File: src/rtl/adder_pipelined.sv
// Pipelined WIDTH-bit adder: one CHUNK-wide slice per stage, carry registered between slices.
// Global-stall valid/ready pipeline with per-transaction signed/unsigned overflow rule.
module adder_pipelined #(
  parameter int WIDTH  = 16,
  parameter int STAGES = 4
) (
  input  logic             clk,
  input  logic             rst,
  input  logic             in_valid,
  output logic             in_ready,
  input  logic [WIDTH-1:0] a,
  input  logic [WIDTH-1:0] b,
  input  logic             carry_in,
  input  logic             signed_mode,
  output logic             out_valid,
  input  logic             out_ready,
  output logic [WIDTH-1:0] sum,
  output logic             carry_out,
  output logic             overflow
);
  localparam int CHUNK = WIDTH / STAGES;

  logic w_stall;
  logic w_adv;

  for (genvar k = 0; k < STAGES; k++) begin : g_st
    // operand bits still to be added when entering stage k
    localparam int IW = WIDTH - k * CHUNK;

    logic                   r_vld;
    logic                   r_c;
    logic [(k+1)*CHUNK-1:0] r_sum;

    logic                   w_vin;
    logic                   w_cin;
    logic                   w_sm;
    logic [IW-1:0]          w_a;
    logic [IW-1:0]          w_b;
    logic [CHUNK:0]         w_add;
    logic [(k+1)*CHUNK-1:0] w_sum;

    if (k == 0) begin : g_src
      assign w_vin = in_valid && in_ready;
      assign w_cin = carry_in;
      assign w_sm  = signed_mode;
      assign w_a   = a;
      assign w_b   = b;
      assign w_sum = w_add[CHUNK-1:0];
    end else begin : g_src
      assign w_vin = g_st[k-1].r_vld;
      assign w_cin = g_st[k-1].r_c;
      assign w_sm  = g_st[k-1].g_fwd.r_sm;
      assign w_a   = g_st[k-1].g_fwd.r_a;
      assign w_b   = g_st[k-1].g_fwd.r_b;
      assign w_sum = {w_add[CHUNK-1:0], g_st[k-1].r_sum};
    end

    assign w_add = {1'b0, w_a[CHUNK-1:0]} + {1'b0, w_b[CHUNK-1:0]} + {{CHUNK{1'b0}}, w_cin};

    // data only moves with a valid token so an empty output keeps its last result
    always_ff @(posedge clk) begin
      if (rst) begin
        r_vld <= 1'b0;
        r_c   <= 1'b0;
        r_sum <= '0;
      end else if (w_adv) begin
        r_vld <= w_vin;
        if (w_vin) begin
          r_c   <= w_add[CHUNK];
          r_sum <= w_sum;
        end
      end
    end

    if (k < STAGES - 1) begin : g_fwd
      logic [IW-CHUNK-1:0] r_a;
      logic [IW-CHUNK-1:0] r_b;
      logic                r_sm;

      always_ff @(posedge clk) begin
        if (rst) begin
          r_a  <= '0;
          r_b  <= '0;
          r_sm <= 1'b0;
        end else if (w_adv && w_vin) begin
          r_a  <= w_a[IW-1:CHUNK];
          r_b  <= w_b[IW-1:CHUNK];
          r_sm <= w_sm;
        end
      end
    end else begin : g_last
      logic r_ovf;
      logic w_cmsb;

      // carry into the MSB recovered from the MSB sum bit: s = a ^ b ^ cin
      assign w_cmsb = w_a[CHUNK-1] ^ w_b[CHUNK-1] ^ w_add[CHUNK-1];

      always_ff @(posedge clk) begin
        if (rst) begin
          r_ovf <= 1'b0;
        end else if (w_adv && w_vin) begin
          r_ovf <= w_sm ? (w_cmsb ^ w_add[CHUNK]) : w_add[CHUNK];
        end
      end
    end
  end

  assign out_valid = g_st[STAGES-1].r_vld;
  assign sum       = g_st[STAGES-1].r_sum;
  assign carry_out = g_st[STAGES-1].r_c;
  assign overflow  = g_st[STAGES-1].g_last.r_ovf;

  assign w_stall  = out_valid && !out_ready;
  assign w_adv    = !w_stall;
  assign in_ready = !w_stall && !rst;

endmodule

File: config.mk
export PLATFORM = sky130hd
export DESIGN_NAME = adder_pipelined
export DESIGN_NICKNAME = d
export VERILOG_FILES = /design/src/rtl/adder_pipelined.sv
export SDC_FILE = /design/constraint.sdc
export NUM_CORES = 1
export LEC_CHECK = 0
export ABC_AREA = 1
export ABC_CLOCK_PERIOD_IN_PS = 1900
export BUFFER_PORTS_ARGS = -buffer_cell sky130_fd_sc_hd__buf_2
export CAP_MARGIN = 20
export CELL_PAD_IN_SITES_DETAIL_PLACEMENT = 1
export CELL_PAD_IN_SITES_GLOBAL_PLACEMENT = 2
export CORE_AREA = 8 8 127 129
export CTS_BUF_LIST = sky130_fd_sc_hd__clkbuf_2 sky130_fd_sc_hd__clkbuf_4 sky130_fd_sc_hd__clkbuf_8
export DETAILED_ROUTE_END_ITERATION = 6
export DIE_AREA = 0 0 135 137
export MAX_ROUTING_LAYER = met4
export PLACE_DENSITY = 0.78
export SYNTH_ARGS = -nofsm -noshare
export SYNTH_HDL_FRONTEND = slang
export SYNTH_SLANG_ARGS = --single-unit
File: constraint.sdc
create_clock -name clk -period 1.9 [get_ports clk]
set_input_delay 0.475 -clock clk [delete_from_list [all_inputs] [get_ports clk]]
set_output_delay 0.475 -clock clk [all_outputs]
set_load 0.02 [all_outputs]
==> out/metrics.yaml <==
sta:
  post-route-min-period_ns: 1.73
  grt_setup_unrepaired: "no"
  worst_case_headroom_to_the_max_slew_limit_pct: 64.3
  hold_ws_ns: 0.300
  final-hold-violation-count: 0
  number_of_max_slew_violations_in_the_final_report: 0
  fin_skew_ns: 0.00957
  layout_worst_path_cycle_share_pct: 90.8
  setup_violations: 0
  tns_ns: 0
  max_slew.worst_pin.slew_ns: 0.536
  fmaxAchievable_mhz: 580
clocking:
  cts_inserted_buffers: 9
  clk_pin_slew_ns: 0.09
  cts.root.buffer_cell: "clkbuf_8"
  postCtsSetupRepairBufs: 0
  cts_tree: "yes"
  cts.sink_count: 100
  cts_buffer_depth: 2
  post_cts_resized: 0
  htreeDepth: 3
  clk-insertion-delay-late_ns: 0.37
  hold_buffers: 0
synth:
  seq_area_frac_synth_pct: 48.7
  synthesis.yosys.warnings: 0
  synth_top_cell_by_area: "dfxtp_1"
  synthArstFlopShare_pct: 0
  yosys.cell_count.top_type: "nor2_1"
  synth_cell_type_count: 31
  yosysTopAreaCellShare_pct: 48.7
  synth_nets: 560
  ys.flop_type: "dfxtp_1"
  synth_top_cells_by_area: "dfxtp_1, o21ai_0, nor2_1"
  number_of_flops_mapped_to_enable_cells_by_yosys: 0
  syn_area_per_cell_um2: 8.20
  synth_commonest_cells: "nor2_1, dfxtp_1, o21ai_0"
  yosys_register_bits: 100
  syn_area_mm2: 0.00411
  synthesis.instances: 502
worst_setup_path:
  cpPeakStageDelay_ns: 0.47
  timing.reg2reg.setup_slack_ns: 0.17
  critical-path-top-cell-by-count: "nand2_1"
  crit_path_cell_trace: "fa_1 -> fa_1 -> nand3_1 -> nand2_1 -> inv_1 -> nand2_1 -> nand2_1 -> a21oi_1"
  crit_type: "reg2reg"
  worst_path_dominant_cell_family: "adder cells"
  critPathLaunchType: "register"
  worstSetupEndpointType: "register"
  reg2regPathDepth: 8
  path_buf_inv: 1
  cp_num_cells: 8
  timing.critical_path.arrival_ns: 1.99
  worst_path_cell_with_the_longest_stage_delay: "fa_1"
  worst-endpoint-required_ns: 2.16
  crit_path_max_fanout: 2
detailed_routing:
  via_per_inst: 4.42
  routed-via-count: 3262
  detailedRoute.firstIterationViolations: 203
  wire_per_inst_um: 13.1
  drt_pass1_iterations: 4
  routed_wl_um: 9680
  route.detailed.drc: 0
  route.antenna.remaining_nets: 0
layout:
  final_cells: 738
  syn_to_final_growth_pct: 15.0
  area_taken_by_multi_input_logic_gates_mm2: 0.00178
  post-route-util_pct: 33.3
  register_area_mm2: 0.00200
  diode_insertion_count_for_antenna_repair: 0
  layout.filler_cells: 1769
  layout-drive-gt1-share_pct: 16.8
  final_net_count: 608
floorplanning:
  placementRows: 44
  boundaryPins: 58
  floorplan.core_area_mm2: 0.0142
  floorplan.die.width_um: 135
  die_h_um: 137
  initial_utilization_pct: 29.0
  design.die.area_mm2: 0.0185
placed_design:
  gp_congestion: 0.754
  detailed_place_hpwl_um: 6880
  post-place-cells: 723
  portBuffers: 57
worst_hold_path:
  worst_hold_check_path_type: "in2reg"
  hold-path-cell-count: 3
global_route:
  global_route_wire_length_before_repair_um: 17000
  number_of_global_route_vias_before_repair: 3572
  grt_use_total_pct: 11.5
  grt_antenna_before_repair: 0
  global_route.overflow_total: 0
  grt_start_max_net_pins: 64
run_status:
  status: "finished clean"
power_and_ir_drop:
  vdd_drop_max_uv: 281
  p_per_area_mw_per_mm2: 902
  power.leakage_nw: 2.18
  p_total_mw: 4.27
run:
  timing.max_cap.violations: 0
-- area by class of cell --
class | count | share of cell area [%]
clock buffers | 11 | 3.07
multi-input cells | 337 | 37.7
clock inverters | 4 | 1.56
repair buffers | 64 | 7.41
flip-flops and latches | 100 | 42.3
inverters | 38 | 3.12
well taps | 184 | 4.87
-- through the flow --
stage	worst slack [ns]	area [um2]
final	0.175	4730
after global placement	0.219	4510
after detailed placement	0.162	4510
after floorplan	0.283	4110
after global routing	0.0372	4730
after CTS	0.156	4730
-- worst paths after layout --
kind | start | end
max | g_st[2].r_c | overflow
min | b[12] | g_st[0].g_fwd.r_b[8]
max reg2reg | g_st[2].r_c | overflow
min reg2reg | g_st[0].g_fwd.r_a[10] | g_st[0].g_fwd.r_a[10]
-- worst reg2reg max path: cells and delay by family, from the launching register on --
family,cells,cell delay (ns)
flip-flops,1,0.34
buffers and inverters,1,0.07
AND/OR/NAND/NOR,4,0.27
AO/OA/AOI/OAI,1,0.05
adder cells (fa/ha/maj),2,0.89
-- state kept, by name, indices dropped and copies added, names as in the netlist --
name and cells:
g_st.g_fwd.r_sm 3, g_st.r_sum 24, g_st.r_c 3, overflow 1, carry_out 1, g_st.r_vld 3, g_st.g_fwd.r_b 24, g_st.g_fwd.r_a 24
out_valid 1, sum 16
-- logic make-up after synthesis --
logic type,synth area share [%]
AO/OA/AOI/OAI,16.0
XOR/XNOR,0.852
adder cells (fa/ha/maj),7.54
buffers and inverters,8.03
flip-flops,48.7
AND/OR/NAND/NOR,18.9
-- metal layers --
layer,up-vias,track usage (%),wire length [um]
li1,1707,-,-
met1,1487,15.5,5240
met2,59,16.2,3960
met3,9,2.31,321
met4,0,5.12,159
met5,-,-,0
-- layout by cell type, fill, tap and decap left out, types with 2 or more instances in the layout --
master     count
nor2_8         2
xor2_1         3
a21oi_1       27
fa_1           8
nor2_4         2
clkbuf_8      10
inv_4          2
bufinv_16      2
nand3_1       11
o21ai_0       84
ha_1          12
nor2_1       103
buf_2         57
dfxtp_1      100
nand2_1       62
o22ai_1        2
inv_1         34
inv_2          2
nor3_1         2
o21ai_2        4
buf_4          6
o21ai_1        8
-- power breakdown --
part / internal, mW / switching, mW / total (mW)
clock: 0.786 / 0.704 / 1.49
sequential: 2.23 / 0.0703 / 2.30
combinational: 0.181 / 0.299 / 0.480
total: 3.20 / 1.07 / 4.27
Note: power is estimated with default switching activity, not from simulation.
